`src/rtl/pe_ctrl_pkg.sv`:
```
// -----------------------------------------------------------------------------
// pe_ctrl_pkg
// Shared definitions for the PE-array sequencing controller: default address
// and reduction-length widths, the controller state encoding and a small
// state-decode helper.
// No ports (package).
// -----------------------------------------------------------------------------
package pe_ctrl_pkg;

   localparam int ADDR_WIDTH_DEF = 12;
   localparam int K_WIDTH_DEF    = 10;

   typedef enum logic [2:0] {
      ST_IDLE  = 3'd0,
      ST_CLEAR = 3'd1,
      ST_FETCH = 3'd2,
      ST_DRAIN = 3'd3,
      ST_OUT   = 3'd4
   } pe_state_e;

   // Controller is busy in every state except IDLE.
   function automatic logic state_busy(input pe_state_e s);
      return (s != ST_IDLE);
   endfunction

endpackage

```
`src/rtl/pe_seq_ctrl_if.sv`:
```
// -----------------------------------------------------------------------------
// pe_seq_ctrl_if
// Bundles the job-descriptor handshake, the SRAM read port, the PE-array
// control strobes and the result handshake of pe_seq_ctrl.
//   master : job issuer / environment (drives cfg_*, abort, out_ready)
//   slave  : the controller (drives cfg_ready, mem_rd_en, a_addr, w_addr,
//            pe_clear, pe_enable, out_valid, busy)
// -----------------------------------------------------------------------------
interface pe_seq_ctrl_if
   import pe_ctrl_pkg::*;
#(
   parameter int ADDR_WIDTH = ADDR_WIDTH_DEF,
   parameter int K_WIDTH    = K_WIDTH_DEF
);

   logic                  cfg_valid;
   logic                  cfg_ready;
   logic [K_WIDTH-1:0]    cfg_k_len;
   logic [ADDR_WIDTH-1:0] cfg_a_base;
   logic [ADDR_WIDTH-1:0] cfg_w_base;
   logic                  abort;
   logic                  mem_rd_en;
   logic [ADDR_WIDTH-1:0] a_addr;
   logic [ADDR_WIDTH-1:0] w_addr;
   logic                  pe_clear;
   logic                  pe_enable;
   logic                  out_valid;
   logic                  out_ready;
   logic                  busy;

   modport master (
      output cfg_valid, cfg_k_len, cfg_a_base, cfg_w_base, abort, out_ready,
      input  cfg_ready, mem_rd_en, a_addr, w_addr, pe_clear, pe_enable,
             out_valid, busy
   );

   modport slave (
      input  cfg_valid, cfg_k_len, cfg_a_base, cfg_w_base, abort, out_ready,
      output cfg_ready, mem_rd_en, a_addr, w_addr, pe_clear, pe_enable,
             out_valid, busy
   );

endinterface

```
`src/rtl/pe_seq_ctrl_addr_gen.sv`:
```
// -----------------------------------------------------------------------------
// pe_addr_gen
// Activation/weight address and step-index generator.
//   clk, rstn            : clock, asynchronous active-low reset
//   load_i               : load base addresses, clear the step index
//   step_i               : advance both addresses and the index by one
//   a_base_i, w_base_i   : base addresses captured on load_i
//   k_len_i              : latched reduction length (used for last_o)
//   last_o               : current index is k_len_i-1
//   a_addr_o, w_addr_o   : registered SRAM read addresses (wrap modulo 2^AW)
// -----------------------------------------------------------------------------
module pe_addr_gen
   import pe_ctrl_pkg::*;
#(
   parameter int ADDR_WIDTH = ADDR_WIDTH_DEF,
   parameter int K_WIDTH    = K_WIDTH_DEF
) (
   input  logic                  clk,
   input  logic                  rstn,
   input  logic                  load_i,
   input  logic                  step_i,
   input  logic [ADDR_WIDTH-1:0] a_base_i,
   input  logic [ADDR_WIDTH-1:0] w_base_i,
   input  logic [K_WIDTH-1:0]    k_len_i,
   output logic                  last_o,
   output logic [ADDR_WIDTH-1:0] a_addr_o,
   output logic [ADDR_WIDTH-1:0] w_addr_o
);

   localparam logic [ADDR_WIDTH-1:0] A_ONE = {{(ADDR_WIDTH-1){1'b0}}, 1'b1};
   localparam logic [K_WIDTH-1:0]    K_ONE = {{(K_WIDTH-1){1'b0}}, 1'b1};

   logic [ADDR_WIDTH-1:0] a_addr_q, a_addr_d;
   logic [ADDR_WIDTH-1:0] w_addr_q, w_addr_d;
   logic [K_WIDTH-1:0]    idx_q, idx_d;

   // Next-value selection: load has priority over step; addresses wrap naturally.
   always_comb begin
      a_addr_d = a_addr_q;
      w_addr_d = w_addr_q;
      idx_d    = idx_q;
      if (load_i) begin
         a_addr_d = a_base_i;
         w_addr_d = w_base_i;
         idx_d    = {K_WIDTH{1'b0}};
      end else if (step_i) begin
         a_addr_d = a_addr_q + A_ONE;
         w_addr_d = w_addr_q + A_ONE;
         idx_d    = idx_q + K_ONE;
      end else begin
         a_addr_d = a_addr_q;
         w_addr_d = w_addr_q;
         idx_d    = idx_q;
      end
   end

   // Address and index registers.
   always_ff @(posedge clk or negedge rstn) begin
      if (!rstn) begin
         a_addr_q <= {ADDR_WIDTH{1'b0}};
         w_addr_q <= {ADDR_WIDTH{1'b0}};
         idx_q    <= {K_WIDTH{1'b0}};
      end else begin
         a_addr_q <= a_addr_d;
         w_addr_q <= w_addr_d;
         idx_q    <= idx_d;
      end
   end

   // Index never exceeds k_len-1, so a K_WIDTH counter covers k_len = 2^K-1.
   assign last_o   = (idx_q == (k_len_i - K_ONE));
   assign a_addr_o = a_addr_q;
   assign w_addr_o = w_addr_q;

endmodule

```
`src/rtl/pe_seq_ctrl.sv`:
```
// -----------------------------------------------------------------------------
// pe_seq_ctrl
// Sequences one dot-product job on a PE array: accepts a job descriptor,
// clears the accumulators, streams k_len SRAM reads, lets the last read
// drain into the array and then presents the result until it is taken.
//   clk  : single clock, rising edge
//   rstn : asynchronous active-low reset
//   bus  : pe_seq_ctrl_if.slave (job handshake, abort, SRAM read port,
//          PE clear/enable, result handshake, busy)
// All outputs are driven straight from flops.
// -----------------------------------------------------------------------------
module pe_seq_ctrl
   import pe_ctrl_pkg::*;
#(
   parameter int ADDR_WIDTH = ADDR_WIDTH_DEF,
   parameter int K_WIDTH    = K_WIDTH_DEF
) (
   input  logic         clk,
   input  logic         rstn,
   pe_seq_ctrl_if.slave bus
);

   pe_state_e             state_q, state_d;
   logic [K_WIDTH-1:0]    k_len_q, k_len_d;
   logic                  cfg_ready_q, cfg_ready_d;
   logic                  busy_q, busy_d;
   logic                  pe_clear_q, pe_clear_d;
   logic                  mem_rd_en_q, mem_rd_en_d;
   logic                  pe_enable_q, pe_enable_d;
   logic                  out_valid_q, out_valid_d;

   logic                  accept_s;
   logic                  abort_s;
   logic                  load_s;
   logic                  step_s;
   logic                  last_s;
   logic [ADDR_WIDTH-1:0] a_addr_s;
   logic [ADDR_WIDTH-1:0] w_addr_s;

   // cfg_ready_q is only high in IDLE, and stays low until the first edge
   // after reset release.
   assign accept_s = bus.cfg_valid & cfg_ready_q;
   assign abort_s  = bus.abort & (state_q != ST_IDLE);

   // Next-state logic; abort overrides every transition outside IDLE.
   always_comb begin
      state_d = state_q;
      k_len_d = k_len_q;
      load_s  = 1'b0;
      step_s  = 1'b0;
      if (abort_s) begin
         state_d = ST_IDLE;
      end else begin
         case (state_q)
            ST_IDLE: begin
               if (accept_s) begin
                  state_d = ST_CLEAR;
                  k_len_d = bus.cfg_k_len;
                  load_s  = 1'b1;
               end else begin
                  state_d = ST_IDLE;
               end
            end
            ST_CLEAR: begin
               if (k_len_q != {K_WIDTH{1'b0}}) begin
                  state_d = ST_FETCH;
               end else begin
                  state_d = ST_OUT;
               end
            end
            ST_FETCH: begin
               step_s = 1'b1;
               if (last_s) begin
                  state_d = ST_DRAIN;
               end else begin
                  state_d = ST_FETCH;
               end
            end
            ST_DRAIN: begin
               state_d = ST_OUT;
            end
            ST_OUT: begin
               if (bus.out_ready) begin
                  state_d = ST_IDLE;
               end else begin
                  state_d = ST_OUT;
               end
            end
            default: begin
               state_d = ST_IDLE;
            end
         endcase
      end
   end

   // Output decode from the next state so every output is a flop that lines
   // up with the state it belongs to.
   always_comb begin
      cfg_ready_d = (state_d == ST_IDLE);
      busy_d      = state_busy(state_d);
      pe_clear_d  = (state_d == ST_CLEAR);
      mem_rd_en_d = (state_d == ST_FETCH);
      out_valid_d = (state_d == ST_OUT);
      // Enable follows the read strobe by one cycle (read latency); an abort
      // discards the read that is still in flight.
      pe_enable_d = mem_rd_en_q & ~abort_s;
   end

   // State, latched job length and output registers.
   always_ff @(posedge clk or negedge rstn) begin
      if (!rstn) begin
         state_q     <= ST_IDLE;
         k_len_q     <= {K_WIDTH{1'b0}};
         cfg_ready_q <= 1'b0;
         busy_q      <= 1'b0;
         pe_clear_q  <= 1'b0;
         mem_rd_en_q <= 1'b0;
         pe_enable_q <= 1'b0;
         out_valid_q <= 1'b0;
      end else begin
         state_q     <= state_d;
         k_len_q     <= k_len_d;
         cfg_ready_q <= cfg_ready_d;
         busy_q      <= busy_d;
         pe_clear_q  <= pe_clear_d;
         mem_rd_en_q <= mem_rd_en_d;
         pe_enable_q <= pe_enable_d;
         out_valid_q <= out_valid_d;
      end
   end

   pe_addr_gen #(
      .ADDR_WIDTH (ADDR_WIDTH),
      .K_WIDTH    (K_WIDTH)
   ) u_addr_gen (
      .clk      (clk),
      .rstn     (rstn),
      .load_i   (load_s),
      .step_i   (step_s),
      .a_base_i (bus.cfg_a_base),
      .w_base_i (bus.cfg_w_base),
      .k_len_i  (k_len_q),
      .last_o   (last_s),
      .a_addr_o (a_addr_s),
      .w_addr_o (w_addr_s)
   );

   assign bus.cfg_ready = cfg_ready_q;
   assign bus.busy      = busy_q;
   assign bus.pe_clear  = pe_clear_q;
   assign bus.mem_rd_en = mem_rd_en_q;
   assign bus.pe_enable = pe_enable_q;
   assign bus.out_valid = out_valid_q;
   assign bus.a_addr    = a_addr_s;
   assign bus.w_addr    = w_addr_s;

endmodule

```
`src/flat_wrapper.sv`:
```
// flat-port wrapper written by rule: the top's interface ports become plain ports
module pe_seq_ctrl_flat import pe_ctrl_pkg::*;
#(
   parameter int ADDR_WIDTH = ADDR_WIDTH_DEF,
   parameter int K_WIDTH    = K_WIDTH_DEF
)
  (clk, rstn, bus_cfg_valid, bus_cfg_k_len, bus_cfg_a_base, bus_cfg_w_base, bus_abort, bus_out_ready, bus_cfg_ready, bus_mem_rd_en, bus_a_addr, bus_w_addr, bus_pe_clear, bus_pe_enable, bus_out_valid, bus_busy);
  pe_seq_ctrl_if #(.ADDR_WIDTH(ADDR_WIDTH), .K_WIDTH(K_WIDTH)) bus_i ();
  input  logic clk;
  input  logic rstn;
  input wire logic [$bits(bus_i.cfg_valid)-1:0] bus_cfg_valid;
  input wire logic [$bits(bus_i.cfg_k_len)-1:0] bus_cfg_k_len;
  input wire logic [$bits(bus_i.cfg_a_base)-1:0] bus_cfg_a_base;
  input wire logic [$bits(bus_i.cfg_w_base)-1:0] bus_cfg_w_base;
  input wire logic [$bits(bus_i.abort)-1:0] bus_abort;
  input wire logic [$bits(bus_i.out_ready)-1:0] bus_out_ready;
  output wire logic [$bits(bus_i.cfg_ready)-1:0] bus_cfg_ready;
  output wire logic [$bits(bus_i.mem_rd_en)-1:0] bus_mem_rd_en;
  output wire logic [$bits(bus_i.a_addr)-1:0] bus_a_addr;
  output wire logic [$bits(bus_i.w_addr)-1:0] bus_w_addr;
  output wire logic [$bits(bus_i.pe_clear)-1:0] bus_pe_clear;
  output wire logic [$bits(bus_i.pe_enable)-1:0] bus_pe_enable;
  output wire logic [$bits(bus_i.out_valid)-1:0] bus_out_valid;
  output wire logic [$bits(bus_i.busy)-1:0] bus_busy;
  assign bus_i.cfg_valid = bus_cfg_valid;
  assign bus_i.cfg_k_len = bus_cfg_k_len;
  assign bus_i.cfg_a_base = bus_cfg_a_base;
  assign bus_i.cfg_w_base = bus_cfg_w_base;
  assign bus_i.abort = bus_abort;
  assign bus_i.out_ready = bus_out_ready;
  assign bus_cfg_ready = bus_i.cfg_ready;
  assign bus_mem_rd_en = bus_i.mem_rd_en;
  assign bus_a_addr = bus_i.a_addr;
  assign bus_w_addr = bus_i.w_addr;
  assign bus_pe_clear = bus_i.pe_clear;
  assign bus_pe_enable = bus_i.pe_enable;
  assign bus_out_valid = bus_i.out_valid;
  assign bus_busy = bus_i.busy;
  pe_seq_ctrl #(.ADDR_WIDTH(ADDR_WIDTH), .K_WIDTH(K_WIDTH)) u_core (.clk(clk), .rstn(rstn), .bus(bus_i));
endmodule
```
`config.mk`:
```
export PLATFORM = sky130hd
export DESIGN_NAME = pe_seq_ctrl_flat
export DESIGN_NICKNAME = d
export VERILOG_FILES = /design/src/rtl/pe_ctrl_pkg.sv /design/src/rtl/pe_seq_ctrl_if.sv /design/src/rtl/pe_seq_ctrl_addr_gen.sv /design/src/rtl/pe_seq_ctrl.sv /design/src/flat_wrapper.sv
export SDC_FILE = /design/constraint.sdc
export NUM_CORES = 1
export LEC_CHECK = 0
export ABC_AREA = 1
export CORE_MARGIN = 1.5
export CORE_UTILIZATION = 51
export DETAILED_ROUTE_END_ITERATION = 16
export PLACE_DENSITY = 0.82
export SKIP_LAST_GASP = 1
export SYNTH_ARGS = -nofsm -noshare
export SYNTH_HDL_FRONTEND = slang
export SYNTH_HIERARCHICAL = 1
export SYNTH_SLANG_ARGS = --single-unit
```
`constraint.sdc`:
```
create_clock -name clk -period 2.2 [get_ports clk]
set_input_delay 0.44 -clock clk [delete_from_list [all_inputs] [get_ports clk]]
set_output_delay 0.44 -clock clk [all_outputs]
set_load 0.005 [all_outputs]
```
==> results.yml <==
timing:
  worst_pin_slew_ns: 0.751
  drv_slew: 0
  fin_ws_ns: 0.221
  max_freq_mhz: 505
  finalCritPeriodShare: 0.900
  slew_headroom: 0.498
  setup_viol: 0
  tns_ns: 0
  rsz0062_at_grt: "no"
  fin_skew_ns: 0.0112
  fin_crit_ns: 1.98
  finalHoldViolCount: 0
critical_path:
  endpoint_kind: "flop"
  cp.required_ns: 2.39
  crit_slowest_cell: "dfrtp_1"
  cp_max_fo: 3
  worst-path-buf-inv: 4
  r2r_slack_ns: 0.22
  critPathTopFamily: "simple AND/OR/NAND/NOR gates"
  start_kind: "flop"
  crit_type: "reg2reg"
  max_stage_delay_ns: 0.40
  reg2reg_depth: 16
  cp_data_arrival_time_ns: 2.17
  cp_cell_sequence: "inv_1, ha_1, nand2_1, inv_1, nor2_1, nand2_1, nor2_1, nand3_1, nor2_1, nand2_1, nor2_2, inv_1, o21ai_2, nand2_1, inv_1, nor2_1"
  cp.depth: 16
place:
  gp_congestion: 0.939
  hpwl_mm: 5.70
  place_area_um2: 3920
  portBuffers: 68
  dp_slack_ns: 0.137
layout:
  fin_area_um2: 4060
  area_growth_pct: 30.2
  utilization: 0.686
  diodes: 0
  fillers: 479
  nets: 535
  drive_above_1_share: 0.130
power_and_ir_drop:
  vdd_drop_max_mv: 0.668
  switching_power_mw: 2.14
  seqPwrFrac: 0.361
  leakage_nw: 1.92
  power.share.switching: 0.418
  finalPower_mw: 5.12
  p_comb_frac: 0.508
  intPower_mw: 2.98
  power_frac_clock: 0.131
  power_density_nw_per_um2: 1260
drt:
  viasPerCell: 5.21
  drtPass1Iterations: 4
  wirelength_mm: 7.59
  routedWlPerCell_um: 13.4
  drc: 0
  drt_iter0_markers: 206
  vias: 2961
  drt.antenna.violating_nets: 0
clocking:
  cts.sinks: 53
  clockBufferDepth: 2
  cts_tree: "built"
  clock_latency_ns: 0.30
  clk_pin_slew_ns: 0.09
  htree_levels: 2
  numCtsBuffers: 5
  cts-root-buf: "clkbuf_8"
yosys:
  syn_avg_cell_area_um2: 7.56
  yosys_warnings: 6
  syn_nets: 456
  synth_cell_type_count: 34
  ys_seq_area_frac: 0.425
  synthCells: 413
  synth_area_um2: 3120
  ys_seq_elements: 53
grt:
  antenna_found_initial: 0
  first_global_vias: 2869
  grt_max_degree: 46
  grt_pass1_wl_mm: 12.6
  grt_use_total: 0.247
  grt_overflow: 0
die:
  dieArea_um2: 6600
  io_pins: 69
  start_util: 0.527
  core_um2: 5920
  row_count: 28
  die_height_um: 81.2
  die_x_um: 81.2
run:
  drv_cap: 0
outcome:
  status: "complete, no violations"
min_path:
  hold_class: "in2async"
final timing paths:
kind                                                 from                                        end
max in group asynchronous                            rstn  u_core/u_addr_gen/a_addr_o[3]$_DFFE_PN0P_
hold / removal                                       rstn                  u_core/bus.busy$_DFF_PN0_
setup reg to reg            u_core/k_len_q[1]$_DFFE_PN0P_             u_core/bus.mem_rd_en$_DFF_PN0_
hold reg to reg            u_core/bus.mem_rd_en$_DFF_PN0_             u_core/bus.pe_enable$_DFF_PN0_
setup / recovery            u_core/k_len_q[1]$_DFFE_PN0P_             u_core/bus.mem_rd_en$_DFF_PN0_
min in group clk           u_core/bus.mem_rd_en$_DFF_PN0_             u_core/bus.pe_enable$_DFF_PN0_
layout by cell type, fill, tap and decap left out, types with 9 or more instances in the layout:
cell type,instances
nor2_2,9
buf_4,12
nand3_1,32
inv_1,33
clkdlybuf4s50_1,67
nor2_1,42
a22oi_1,11
xor2_1,10
a21oi_1,10
dfrtp_1,53
nand2_1,122
inv_2,14
worst register-to-register path, delay by kind of cell (launching register included):
kind,cells,cell delay [ns]
flip-flops,1,0.40
adder cells (fa/ha/maj),1,0.28
AO/OA/AOI/OAI,1,0.12
buffers and inverters,4,0.25
AND/OR/NAND/NOR,10,0.82
layout make-up:
class                           instances  area (µm²)  share of cell area
Tap cell                               75        93.8              0.0231
Multi-Input combinational cell        303        1560               0.383
Sequential cell                        53        1330               0.326
Clock buffer                            7        86.3              0.0212
Timing Repair Buffer                   82         796               0.196
Inverter                               47         176              0.0434
Clock inverter                          1        30.0             0.00739
per-stage QoR:
| step | std cells | hold slack (ns) |
|---|---|---|
| finish | 568 | 0.510 |
| CTS | 566 | 0.518 |
| floorplan | 413 | 0.144 |
| detailed placement | 557 | 0.306 |
| global placement | 557 | 0.306 |
| global route | 568 | 0.515 |
sequential cells by signal (all words and copies together) (netlist names), 3 cells and up:
register / count
u_core/state_q: 3
u_core/u_addr_gen/a_addr_o: 12
u_core/u_addr_gen/idx_q: 10
u_core/u_addr_gen/w_addr_o: 12
u_core/k_len_q: 10
synth_stat cells:
cell type / instances / share of area
a21o_1: 2 / 0.0048
a21oi_1: 10 / 0.016
a21oi_2: 3 / 0.0084
a22o_1: 1 / 0.0028
a22oi_1: 11 / 0.026
a31o_2: 2 / 0.0056
a31oi_1: 1 / 0.0020
and2_1: 1 / 0.0020
buf_2: 5 / 0.0080
buf_4: 4 / 0.0096
buf_6: 1 / 0.0036
dfrtp_1: 53 / 0.42
ha_1: 4 / 0.016
inv_1: 33 / 0.040
inv_2: 14 / 0.017
nand2_1: 122 / 0.15
nand2_2: 3 / 0.0060
nand3_1: 32 / 0.051
nand3_2: 5 / 0.016
nand4_1: 6 / 0.012
nor2_1: 43 / 0.052
nor2_2: 8 / 0.016
nor2_4: 2 / 0.0072
nor3_1: 7 / 0.011
nor3_2: 3 / 0.0096
o211ai_1: 3 / 0.0072
o21ai_0: 7 / 0.011
o21ai_1: 6 / 0.0096
o21ai_2: 1 / 0.0028
o21bai_1: 1 / 0.0024
o31ai_1: 1 / 0.0024
or2_2: 1 / 0.0020
xnor2_1: 7 / 0.020
xor2_1: 10 / 0.028
per-layer routing:
metal	vias up	track usage	part of all wire
li1	1479	-	-
met1	1385	0.317	0.43
met2	85	0.414	0.50
met3	12	0.0371	0.048
met4	0	0.109	0.016
met5	-	0	0
cells by family (layout without fill, tap and decap cells):
group                      Yosys count  count (layout)  share of synthesized area
AOI/OAI and AO/OA                   49              49                      0.102
buffers and inverters               57             137                     0.0778
xor gates and xnor gates            17              17                     0.0477
and+or+nand+nor                    233             233                      0.332
DFF                                 53              53                      0.425
adders and majority gates            4               4                     0.0160
repair_timing:
action | 4_1_cts | 5_1_grt
hold buffers | 1 | 0
endpoints found under the hold margin | 8 | 0
endpoints found under the setup margin | 0 | 2
buffers inserted | 0 | 2
gates resized for setup | 0 | 1
power by group through the flow:
stage	clock network, mW	registers, mW	logic (mW)
6_report	0.671	1.85	2.60
4_1_cts	0.691	1.84	2.58
2_1_floorplan	0	1.78	1.58
3_5_place_dp	0	1.85	2.56
5_1_grt	0.735	1.91	2.93
3_3_place_gp	0	1.84	2.47
Power figures use the tool's default switching activity.
